### src/rtl/wm_phase_timer.sv
// wm_phase_timer: loads the mode-scaled duration of the selected phase, counts it down in prescaled ticks, and raises timer_done.
// Define WM_LID_PAUSE_EN to make an open lid pause the countdown while it is running.
module wm_phase_timer #(
    parameter int TICK_DIV = 1000,
    parameter int CNT_W    = 12,
    parameter int SOAK_T   = 8,
    parameter int WASH_T   = 16,
    parameter int RINSE_T  = 8,
    parameter int SPIN_T   = 4
) (
    input  logic             clk,
    input  logic             rst_n,
    input  logic             timer_enable,
    input  logic [1:0]       phase_sel,
    input  logic             mode1,
    input  logic             mode2,
    input  logic             mode3,
    input  logic             lid,
    input  logic             cancel,
    output logic             timer_done,
    output logic [CNT_W-1:0] remaining,
    output logic             busy,
    output logic             paused
);
    localparam logic [2:0] IDLE  = 3'd0;
    localparam logic [2:0] LOAD  = 3'd1;
    localparam logic [2:0] RUN   = 3'd2;
    localparam logic [2:0] PAUSE = 3'd3;
    localparam logic [2:0] DONE  = 3'd4;
    localparam int PW = TICK_DIV > 1 ? $clog2(TICK_DIV) : 1;
    localparam logic [PW-1:0] PRE_MAX = PW'(TICK_DIV - 1);
    localparam logic [63:0] MAXV = (64'd1 << CNT_W) - 64'd1;

    logic [2:0]       state, state_nx;
    logic [PW-1:0]    pre;
    logic [1:0]       phase;
    logic [1:0]       mult;
    logic [63:0]      base, prod;
    logic [CNT_W-1:0] load_val;
    logic             tick, lid_stop;

    assign mult = mode3 ? 2'd3 : mode2 ? 2'd2 : 2'd1;
    assign base = phase_sel == 2'b00 ? 64'(SOAK_T) :
                  phase_sel == 2'b01 ? 64'(WASH_T) :
                  phase_sel == 2'b10 ? 64'(RINSE_T) : 64'(SPIN_T);
    assign prod = base * {62'd0, mult};
    assign load_val = prod > MAXV ? CNT_W'(MAXV) : CNT_W'(prod);
    assign tick = pre == PRE_MAX;

`ifdef WM_LID_PAUSE_EN
    assign lid_stop = lid;
    assign paused   = state == PAUSE;
`else
    assign lid_stop = 1'b0;
    assign paused   = 1'b0;
`endif

    // Phase change beats expiry, expiry beats lid pause
    always_comb begin
        state_nx = state;
        if (cancel || !timer_enable)
            state_nx = IDLE;
        else
            case (state)
                IDLE:    state_nx = LOAD;
                LOAD:    state_nx = load_val == '0 ? DONE : RUN;
                RUN:     state_nx = phase_sel != phase ? LOAD : remaining == '0 ? DONE : lid_stop ? PAUSE : RUN;
                PAUSE:   state_nx = lid ? PAUSE : RUN;
                DONE:    state_nx = lid ? DONE : LOAD;
                default: state_nx = IDLE;
            endcase
    end

    always_ff @(posedge clk or negedge rst_n) begin
        if (!rst_n) begin
            state     <= IDLE;
            pre       <= '0;
            phase     <= 2'b00;
            remaining <= '0;
        end else begin
            state <= state_nx;
            if (state_nx == IDLE) begin
                remaining <= '0;
                pre       <= '0;
            end else if (state == LOAD) begin
                remaining <= load_val;
                phase     <= phase_sel;
                pre       <= '0;
            end else if (state == RUN) begin
                pre <= tick ? '0 : pre + 1'b1;
                if (tick && remaining != '0)
                    remaining <= remaining - 1'b1;
            end else if (state == DONE) begin
                remaining <= '0;
            end
        end
    end

    assign timer_done = state == DONE;
    assign busy       = state != IDLE;
endmodule

### config.mk
export PLATFORM = sky130hd
export DESIGN_NAME = wm_phase_timer
export DESIGN_NICKNAME = d
export VERILOG_FILES = /design/src/rtl/wm_phase_timer.sv
export SDC_FILE = /design/constraint.sdc
export NUM_CORES = 1
export LEC_CHECK = 0
export CAP_MARGIN = 20
export CELL_PAD_IN_SITES_DETAIL_PLACEMENT = 1
export CELL_PAD_IN_SITES_GLOBAL_PLACEMENT = 1
export CORE_MARGIN = 1
export CORE_UTILIZATION = 41
export DETAILED_ROUTE_END_ITERATION = 10
export PLACE_DENSITY = 0.77
export SLEW_MARGIN = 20
export SYNTH_ARGS = -nofsm -noshare
export SYNTH_HDL_FRONTEND = slang
export SYNTH_SLANG_ARGS = --single-unit
export TNS_END_PERCENT = 10
### constraint.sdc
create_clock -name clk -period 2.6 [get_ports clk]
set_input_delay 0.52 -clock clk [delete_from_list [all_inputs] [get_ports clk]]
set_output_delay 0.52 -clock clk [all_outputs]
set_load 0.02 [all_outputs]
; After elaboration in Yosys (flattened, before gate mapping)
; Cells that the tools add are included.
[classes]
n_addsub = 2
mux = 22
n_bitwise = 1
order_cmp = 1
n_eq_ne = 9
n_reduce_logical = 14
n_mul = 1
[ops]
columns = operator, n
row1 = 12-bit two-way mux, 6
row2 = 10-bit two-way mux, 4
row3 = 12-bit logical NOT, 2
row4 = 3-bit two-way mux, 5
row5 = 3-bit one-hot mux with 5 select lines, 1
row6 = 7-bit by 12-bit greater-than comparator with 1-bit output (second input constant), 1
row7 = 12-bit nonzero test, 1
row8 = 12-bit by 1-bit subtractor with 12-bit output (second input constant), 1
row9 = 10-bit by 1-bit adder with 10-bit output (second input constant), 1
row10 = 10-bit equality test (second input constant), 1
row11 = 5-bit two-way mux, 2
row12 = 5-bit by 2-bit multiplier with 7-bit output, 1
row13 = 3-bit by 2-bit equality test with 1-bit output (second input constant), 2
row14 = 3-bit logical NOT, 2
row15 = 3-bit nonzero test, 2
row16 = 2-bit two-way mux, 2
row17 = 4-bit two-way mux, 1
row18 = 4-bit by 3-bit != test with 1-bit output (second input constant), 1
row19 = 2-bit AND reduction, 2
row20 = 4-bit nonzero test, 1
row21 = 3-bit by 1-bit equality test with 1-bit output (second input constant), 1
row22 = 3-bit equality test (second input constant), 1
row23 = 2-bit by 1-bit equality test with 1-bit output (second input constant), 1
row24 = 2-bit equality test (second input constant), 1
row25 = 7 further kinds, 7
[totals]
output_inout_bits = 15
ff_bits = 27
in_bits = 10
elab_cells = 54

; Logic depth before layout (Yosys ltp)
; Gate-level depths: netlist of the first run.
[logic_depth]
depth_word = 14
ltp_mapped = 9
depth_no_buf = 8

; Least setup slack after synthesis of the first run
; OpenSTA, ideal clock, no wires.
[synth_path]
path_kind = register to register
start = register state[2]
end = register remaining[11]
arrival_time_ns = 1.987
required_ns = 2.523
setup_time_ns = 0.077
path_buffers = 2
path_slack_ns = 0.535
synth_period_minus_slack_ns = 2.065
path_stages_with_launch = 8
cell_sequence = dfrtp_1 buf_6 or3b_1 buf_6 nor4_4 nand2_2 or4_1 a21oi_1
[synth_between]
elab_chain_len = 6
elab_cells_between_ends = 14
classes_between = eq/ne: 5 / mux: 5 / reduce/logical: 4
[synth_lines]
columns = item, line
row1 = from (decl), 34  ; logic [2:0] state, state_nx;
row2 = from (signal assigned), 81  ; state <= state_nx;
row3 = 3-bit equality test (tied with other cells), "64, 93"
row4 = 3-bit one-hot mux with 5 select lines, 64  ; case (state)
row5 = 3-bit two-way mux, 61  ; if (cancel || !timer_enable)
row6 = 3-bit logical NOT, 82  ; if (state_nx == IDLE) begin
row7 = 4-bit by 3-bit != test with 1-bit output (no line) or 4-bit nonzero test (tied branches), --
row8 = 2-bit AND reduction (no line), --
row9 = to (signal assigned), 86  ; remaining <= load_val;
row10 = to (signal assigned), 92  ; remaining <= remaining - 1'b1;
row11 = to (decl), 21  ; output logic [CNT_W-1:0] remaining,
; Several ways; a longest one is shown, not always the timed one.
; A chain may end at the register's enable or synchronous reset.

; Final worst setup path of the first run
[layout_path]
start = register state[1]
end = output port timer_done
[layout_between]
elab_chain_len = 1
[layout_lines]
columns = item, line
row1 = 3-bit equality test, 99  ; assign timer_done = state == DONE;
row2 = to (decl), 20  ; output logic timer_done,
; No other way between the ends.

==> flow_metrics.tcl, run 1 <==
set metrics [dict create \
    clk_path_buf_depth 2 \
    n_fill_cell 478 \
    clk_latency_ns 0.27 \
    syn_inst 203 \
    hp-class "register to register" \
    cp.arrival_ns 1.87 \
    cts_root_buf "clkbuf_8" \
    synth_top_area_cell "dfrtp_1" \
    drt-total-wl_um 4950 \
    die_area_um2 4580 \
    fin_skew_ns 0.00359 \
    area_growth_pct 22.8 \
    combPwrFrac 0.198 \
    antenna_left 0 \
    cts_hold_buf 0 \
    num_io_pins 25 \
    ir_drop_mv 0.185 \
    synth.most_common_cell "dfrtp_1" \
    whs_path_depth 1 \
    setup_viol 0 \
    drtPass1Iterations 4 \
    first_global_vias 1700 \
    end_kind "output pin" \
    synth-edff-count 0 \
    grt-ovfl-total 0 \
    hold-worst-slack_ns 0.517 \
    seq_power_share 0.516 \
    grt_max_degree 28 \
    netlist_area_um2 1770 \
    rows 23 \
    clk_pin_slew_ns 0.10 \
    max_freq_mhz 418 \
    ctsHtreeMaxLevel 1 \
    synth_common_cells "dfrtp_1, nor2_1, a21oi_1, o21ai_0, nand2_1" \
    synthTopCellsByArea "dfrtp_1, nor2_1, a21oi_1" \
    syn_nets 219 \
    maxCapViolCount 0 \
    start_kind "register" \
    via_per_inst 5.92 \
    cts_made_buffers 3 \
    core_um2 4060 \
    synth-seq-cells 27 \
    synth_top_area_frac 0.382 \
    grt_antenna_before_repair 0 \
    io_buffer_count 22 \
    final_util 0.536 \
    cts.sinks 27 \
    die_x_um 67.7 \
    final_max_slew_viol_count 0 \
    pwr-share-clk 0.286 \
    grt_pass1_wl_um 8160 \
    die_h_um 67.7 \
    run_status "complete, no violations" \
    dpl.hpwl_um 3770 \
    diodes 0 \
    place_area_um2 2130 \
    period_share 0.919 \
    vias 1692 \
    timing.critical_path.buf_inv 2 \
    crit_required_ns 2.08 \
    wl_per_cell_um 17.3 \
    cp_slowest_cell "clkdlybuf4s50_1" \
    critPathKind "register to output pin" \
    cpPeakStageDelay_ns 0.60 \
    intPower_mw 0.620 \
    powerDensity_nw_per_um2 399 \
    crit_chain "buf_4 > nor2_1 > and2_2 > clkdlybuf4s50_1" \
    rrSetupSlack_ns 0.45 \
    finalInstanceArea_um2 2170 \
    drc 0 \
    rsz0062_at_grt "no" \
    cts_setup_buffers 0 \
    finalNetCount 253 \
    ys_types 53 \
    finalWeightedCongestion 0.790 \
    ff2ff_path_depth 5 \
    postSynthAreaPerCell_um2 8.72 \
    synth_top_flop_cell "dfrtp_1" \
    worstPathMaxFanout 14 \
    yosysSeqAreaShare 0.382 \
    sw_frac_of_total 0.285 \
    ys_warn_count 0 \
    first_iter_violations 67 \
    critPathTopFamily "buffers and inverters" \
    crit_cells 4 \
    p_sw_mw 0.247 \
    gr-usage-all-layers 0.239 \
    async_flop_share 1.00 \
    finalCriticalPeriod_ns 2.39 \
    leakage_nw 0.900 \
    hold_viol_final 0 \
    drive_gt1_frac 0.131 \
    cts_resized 0 \
    cts_tree "yes" \
    start_util 0.436 \
]
## metrics by stage
| step | TNS (ns) | setup slack (ns) | power, mW | cells |
|---|---|---|---|---|
| 2_1_floorplan | 0 | 0.535 | 0.550 | 203 |
| 3_3_place_gp | 0 | 0.0563 | 0.616 | 282 |
| 3_5_place_dp | -0.0698 | -0.0698 | 0.627 | 282 |
| 4_1_cts | 0 | 0.196 | 0.875 | 286 |
| 5_1_grt | 0 | 0.0372 | 0.904 | 286 |
| 6_report | 0 | 0.210 | 0.868 | 286 |
## cell families after synthesis
family,Yosys count,share of synthesized area
DFF,27,0.382
muxes,4,0.0248
buffers and inverters,15,0.0424
adders and majority gates,6,0.0467
other,1,0.00212
xor gates and xnor gates,5,0.0248
AOI/OAI and AO/OA,58,0.205
and+or+nand+nor,87,0.272
## sequential cells by signal, summed over array words and instances, names as in the netlist
name / cells
phase: 2
pre: 10
remaining: 12
state: 3
## path summary, 6_finish.rpt
kind                                     from                        end
min in group asynchronous               rst_n         pre[8]$_DFFE_PN0P_
setup / recovery           state[1]$_DFF_PN0_                 timer_done
hold / removal             pre[7]$_DFFE_PN0P_         pre[7]$_DFFE_PN0P_
setup reg to reg           state[2]$_DFF_PN0_  remaining[11]$_DFFE_PN0P_
hold reg to reg            pre[7]$_DFFE_PN0P_         pre[7]$_DFFE_PN0P_
max in group asynchronous               rst_n   remaining[3]$_DFFE_PN0P_
## power by group through the flow
| stage | Combinational (mW) | Clock [mW] | Sequential [mW] |
|---|---|---|---|
| floorplan | 0.0936 | 0 | 0.456 |
| global placement | 0.164 | 0 | 0.453 |
| detailed placement | 0.172 | 0 | 0.455 |
| CTS | 0.173 | 0.254 | 0.447 |
| global route | 0.189 | 0.265 | 0.449 |
| finish | 0.172 | 0.248 | 0.448 |
## metal layers
layer	GRT usage	wire, um
met5	0	0
met1	0.302	2190
met2	0.420	2540
met4	0.0798	93
met3	0.0236	129
## final cells by class
cell class / instances / area [um^2] / share of cell area
inverter: 7 / 26.3 / 0.0121
multi-input combinational: 161 / 1020 / 0.469
sequential: 27 / 676 / 0.311
tap: 50 / 62.6 / 0.0288
timing repair buffer: 37 / 345 / 0.159
clock buffer: 4 / 45.0 / 0.0207
## layout by cell type (no fill, tap or decap), types with 6 or more instances in the layout
cell and n:
a31oi_1 7, nand2_1 14, dfrtp_1 27, clkdlybuf4s50_1 22
nor3_1 6, o21ai_0 16, inv_1 7, a21oi_1 16
nor2_1 23, buf_4 14
## worst reg2reg max path, stage by stage (launching register included)
cell	delay (ns)
dfrtp_1	0.38
or3b_1	0.52
nor4_4	0.36
nand2_2	0.16
or4_1	0.49
a21oi_1	0.17
Power figures use the tool's default switching activity.
==> inputs of run 2 (changes only) <==
--- a/config.mk
+++ b/config.mk
@@ -11,7 +11,9 @@
 export CORE_MARGIN = 1
 export CORE_UTILIZATION = 41
 export DETAILED_ROUTE_END_ITERATION = 10
+export GPL_TIMING_DRIVEN = 0
 export PLACE_DENSITY = 0.77
+export SKIP_LAST_GASP = 1
 export SLEW_MARGIN = 20
 export SYNTH_ARGS = -nofsm -noshare
 export SYNTH_HDL_FRONTEND = slang
==> flow_metrics.tcl, run 2 (synthesis results as in run 1) <==
set metrics [dict create \
    first_iter_violations 64 \
    grt_max_degree 28 \
    drt-total-wl_um 4770 \
    largest-register "remaining" \
    maxCapViolCount 0 \
    grt-ovfl-total 0 \
    setup_viol 0 \
    final_common_cell "dfrtp_1" \
    max_freq_mhz 407 \
    start_util 0.436 \
    crit_required_ns 2.08 \
    cts_tree "yes" \
    leakage_nw 0.849 \
    cts.sinks 27 \
    finalCriticalPeriod_ns 2.46 \
    hold_viol_final 0 \
    wl_per_cell_um 17.1 \
    largest_reg_flops 12 \
    clk_latency_ns 0.28 \
    rsz0062_at_grt "no" \
    register_area_um2 676 \
    n_fill_cell 476 \
    antenna_left 0 \
    place_area_um2 2050 \
    rrSetupSlack_ns 0.21 \
    grt_antenna_before_repair 0 \
    ctsHtreeMaxLevel 1 \
    first_global_vias 1629 \
    diodes 0 \
    final-instance-count-excl-fill 279 \
    die_h_um 67.7 \
    powerDensity_nw_per_um2 408 \
    hp-class "primary input to asynchronous set/reset pin" \
    cp.arrival_ns 1.94 \
    start_kind "register" \
    io_buffer_count 22 \
    die_area_um2 4580 \
    grt_pass1_wl_um 7700 \
    gr-usage-all-layers 0.228 \
    clk_pin_slew_ns 0.10 \
    ir_drop_mv 0.192 \
    dpl.hpwl_um 3590 \
    multiInputGateArea_um2 1030 \
    core_um2 4060 \
    clk_path_buf_depth 2 \
    cts_root_buf "clkbuf_8" \
    end_kind "output pin" \
    tightest_slew_ns 0.693 \
    setup_tns_ns 0 \
    finalNetCount 246 \
    hold-worst-slack_ns 0.257 \
    rows 23 \
    drive_gt1_frac 0.0917 \
    reg_top3 "remaining: 12 flops, pre: 10 flops, state: 3 flops" \
    cts_made_buffers 3 \
    critPathKind "register to output pin" \
    worstPathMaxFanout 10 \
    final_max_slew_viol_count 0 \
    period_share 0.946 \
    via_per_inst 5.84 \
    fin_skew_ns 0.00146 \
    num_io_pins 25 \
    run_status "complete, no violations" \
    finalWeightedCongestion 0.846 \
    finalInstanceArea_um2 2110 \
    drtPass1Iterations 4 \
    place.detailed.instances 275 \
    die_x_um 67.7 \
    drc 0 \
    area_growth_pct 19.0 \
    vias 1629 \
    relSlewSlack 0.534 \
    final_cell_mix "dfrtp_1, nor2_1, clkdlybuf4s50_1, a21oi_1, o21ai_0" \
]
-- run 2: cell count changes in the layout (fill, tap and decap cells not counted) --
cell,change
nor4_2,+1
buf_2,+1
nor4_1,-1
clkbuf_1,+5
buf_12,-1
a21oi_4,+1
a21oi_2,-1
clkdlybuf4s50_1,-1
buf_6,+2
buf_4,-13
-- run 2: path summary, 6_finish.rpt --
path,start,to,cells after the start
min in group clk,pre[7]$_DFFE_PN0P_,pre[7]$_DFFE_PN0P_,1
worst min register to register,pre[7]$_DFFE_PN0P_,pre[7]$_DFFE_PN0P_,1
worst max-delay path,state[1]$_DFF_PN0_,busy,3
worst min-delay path,rst_n,remaining[11]$_DFFE_PN0P_,1
max in group asynchronous,rst_n,remaining[3]$_DFFE_PN0P_,1
worst max register to register,remaining[4]$_DFFE_PN0P_,remaining[8]$_DFFE_PN0P_,6
-- run 2: layout make-up --
class / count / area share
plain buffers: 8 / 0.0232
clock buffers: 4 / 0.0214
inverters: 7 / 0.0125
multi-input cells: 161 / 0.490
flip-flops and latches: 27 / 0.321
well taps: 50 / 0.0297
repair buffers: 22 / 0.102
-- run 2: per-stage QoR --
step / setup WS, ns / power (mW) / util
after floorplan: 0.535 / 0.550 / -
after global placement: -0.177 / 0.604 / 0.506
after detailed placement: -0.195 / 0.610 / 0.504
after CTS: 0.0947 / 0.860 / 0.516
after global routing: 0.0269 / 0.897 / 0.519
final: 0.141 / 0.859 / 0.519
-- run 2: what timing repair did --
item,4_1_cts,5_1_grt
setup buffers,0,0
hold buffers,0,0
endpoints found under the setup margin,0,1
resized for setup,0,1
endpoints found under the hold margin,0,0
-- run 2: report_power, final --
group / total (mW) / internal [mW] / switching (mW) / leakage, nW
sequential: 0.447 / 0.434 / 0.0130 / 0.371
clock: 0.255 / 0.110 / 0.145 / 0.0228
combinational: 0.157 / 0.0657 / 0.0914 / 0.455
-- run 2: layer usage --
| layer | vias up | global-route usage | wire length, um |
|---|---|---|---|
| met3 | 2 | 0.0372 | 91 |
| met2 | 18 | 0.401 | 2400 |
| li1 | 796 | - | - |
| met1 | 813 | 0.284 | 2250 |
| met5 | - | 0 | 0 |
| met4 | 0 | 0.0638 | 30 |
-- run 2: worst max-delay path, cell delays in order, from the launching register on --
cell and delay, ns:
dfrtp_1 0.44, clkbuf_1 0.23, or3_2 0.45, clkdlybuf4s50_1 0.55
==> inputs of run 3 (changes only) <==
--- a/config.mk
+++ b/config.mk
@@ -13,8 +13,6 @@
 export DETAILED_ROUTE_END_ITERATION = 10
 export GPL_TIMING_DRIVEN = 0
 export PLACE_DENSITY = 0.77
-export SKIP_LAST_GASP = 1
-export SLEW_MARGIN = 20
 export SYNTH_ARGS = -nofsm -noshare
 export SYNTH_HDL_FRONTEND = slang
 export SYNTH_SLANG_ARGS = --single-unit
==> flow_metrics.tcl, run 3 (synthesis results as in run 1) <==
set metrics [dict create \
    antenna_left 0 \
    hp-class "register to register" \
    timing.rr.end "remaining[8]$_DFFE_PN0P_" \
    ir_drop_mv 0.186 \
    grt_antenna_before_repair 0 \
    cts.sinks 27 \
    ff2ff_path_depth 6 \
    powerDensity_nw_per_um2 403 \
    grt_max_degree 19 \
    maxCapViolCount 0 \
    die_area_um2 4580 \
    setup_viol 0 \
    whs_path_depth 1 \
    wl_per_cell_um 17.3 \
    final-instance-count-excl-fill 281 \
    core_um2 4060 \
    clk_latency_ns 0.28 \
    max_freq_mhz 404 \
    cts_tree "yes" \
    first_iter_violations 39 \
    diodes 0 \
    crit_chain "clkbuf_1 > or3_2 > clkdlybuf4s50_1" \
    timing.critical_path.buf_inv 2 \
    grt-ovfl-total 0 \
    met2_length_um 2480 \
    tightest_slew_ns 0.617 \
    first_global_vias 1692 \
    cp_slowest_cell "clkdlybuf4s50_1" \
    fin_skew_ns 0.00381 \
    finalWeightedCongestion 0.846 \
    start_util 0.436 \
    cpPeakStageDelay_ns 0.55 \
    cts_root_buf "clkbuf_8" \
    clk_path_buf_depth 2 \
    final_common_cell "dfrtp_1" \
    wl_met1_um 2250 \
    largest_reg_flops 12 \
    largest-register "remaining" \
    relSlewSlack 0.587 \
    num_io_pins 25 \
    met3_length_um 92 \
    place.detailed.instances 276 \
    drt-total-wl_um 4850 \
    drtPass1Iterations 4 \
    n_fill_cell 474 \
    r2r-start "remaining[4]$_DFFE_PN0P_" \
    reg_top3 "remaining: 12 flops, pre: 10 flops, state: 3 flops" \
    end_kind "output pin" \
    clk_pin_slew_ns 0.10 \
    finalNetCount 248 \
    final_cell_mix "dfrtp_1, nor2_1, clkdlybuf4s50_1, a21oi_1, o21ai_0" \
    period_share 0.952 \
    grt_pass1_wl_um 7920 \
    finalCriticalPeriod_ns 2.48 \
    hold-path-endpoint "pre[7]$_DFFE_PN0P_" \
    via_per_inst 5.94 \
    hold_viol_final 0 \
    io_buffer_count 22 \
    leakage_nw 0.864 \
    dpl.hpwl_um 3740 \
    start_kind "register" \
    crit_required_ns 2.08 \
    die_h_um 67.7 \
    final_max_slew_viol_count 0 \
    area_growth_pct 20.8 \
    vias 1670 \
    highest_layer "met4" \
    total_power_mw 0.862 \
    crit_cells 3 \
    cp.arrival_ns 1.96 \
    gr-usage-all-layers 0.228 \
    setup_tns_ns 0 \
    drc 0 \
    critPathKind "register to output pin" \
    ctsHtreeMaxLevel 1 \
    drive_gt1_frac 0.0909 \
    final_util 0.527 \
    die_x_um 67.7 \
    rsz0062_at_grt "no" \
    holdCritStartpoint "pre[7]$_DFFE_PN0P_" \
    cts_made_buffers 3 \
    run_status "complete, no violations" \
    rrSetupSlack_ns 0.18 \
    worstPathMaxFanout 10 \
    rows 23 \
    critPathTopFamily "buffers and inverters" \
]
run 3: changes by cell type in the layout (fill, tap and decap cells not counted):
cell / delta
clkdlybuf4s50_1: +1
nor4_1: +1
buf_2: -1
nor4_2: -1
buf_16: +1
clkbuf_2: +1
run 3: what timing repair did:
item / in CTS / in global routing
setup buffers: 0 / 0
hold buffers: 0 / 0
setup endpoints to repair: 0 / 5
hold endpoints to repair: 0 / 0
gates resized for setup: 0 / 1
run 3: power breakdown:
group          switching, mW  internal [mW]  total (mW)
Sequential            0.0127          0.434       0.447
Combinational         0.0929         0.0708       0.164
Clock                  0.142          0.110       0.252
Total                  0.247          0.615       0.862
run 3: cell type report:
cell class	count	area, um^2	share of cell area
Buffer	8	48.8	0.0228
Timing Repair Buffer	24	253	0.118
Tap cell	50	62.6	0.0293
Clock buffer	4	45.0	0.0211
Inverter	7	26.3	0.0123
Multi-Input combinational cell	161	1030	0.480
Sequential cell	27	676	0.316
run 3: metal layers:
layer | vias to the layer above | track usage
li1 | 801 | -
met1 | 841 | 0.304
met2 | 24 | 0.401
met3 | 4 | 0.0169
met4 | 0 | 0.0452
met5 | - | 0
run 3: worst max path at each step:
| stage | from | end | slack (ns) |
|---|---|---|---|
| 3_3_place_gp | cancel | remaining[8]$_DFFE_PN0P_ | -0.18 |
| 5_1_grt | remaining[0]$_DFFE_PN0P_ | remaining[8]$_DFFE_PN0P_ | 0.01 |
| 3_5_place_dp | cancel | remaining[8]$_DFFE_PN0P_ | -0.23 |
| 4_1_cts | cancel | remaining[8]$_DFFE_PN0P_ | 0.04 |
| 2_1_floorplan | state[2]$_DFF_PN0_ | remaining[11]$_DFFE_PN0P_ | 0.54 |
| 6_report | state[1]$_DFF_PN0_ | busy | 0.12 |
run 3: worst register-to-register path, stage by stage, from the launching register on:
cell and delay [ns]:
dfrtp_1 0.47, nor3_2 0.47, nand4_1 0.38, a21oi_4 0.35, clkbuf_1 0.38, o21ai_0 0.17, o31ai_1 0.10
run 3: through the flow:
stage	cell area, um^2	worst slack, ns	hold WS (ns)
after detailed placement	2080	-0.232	0.511
after CTS	2120	0.0383	0.523
after floorplan	1770	0.535	0.224
after global routing	2140	0.0139	0.555
after global placement	2050	-0.177	0.506
final	2140	0.124	0.530
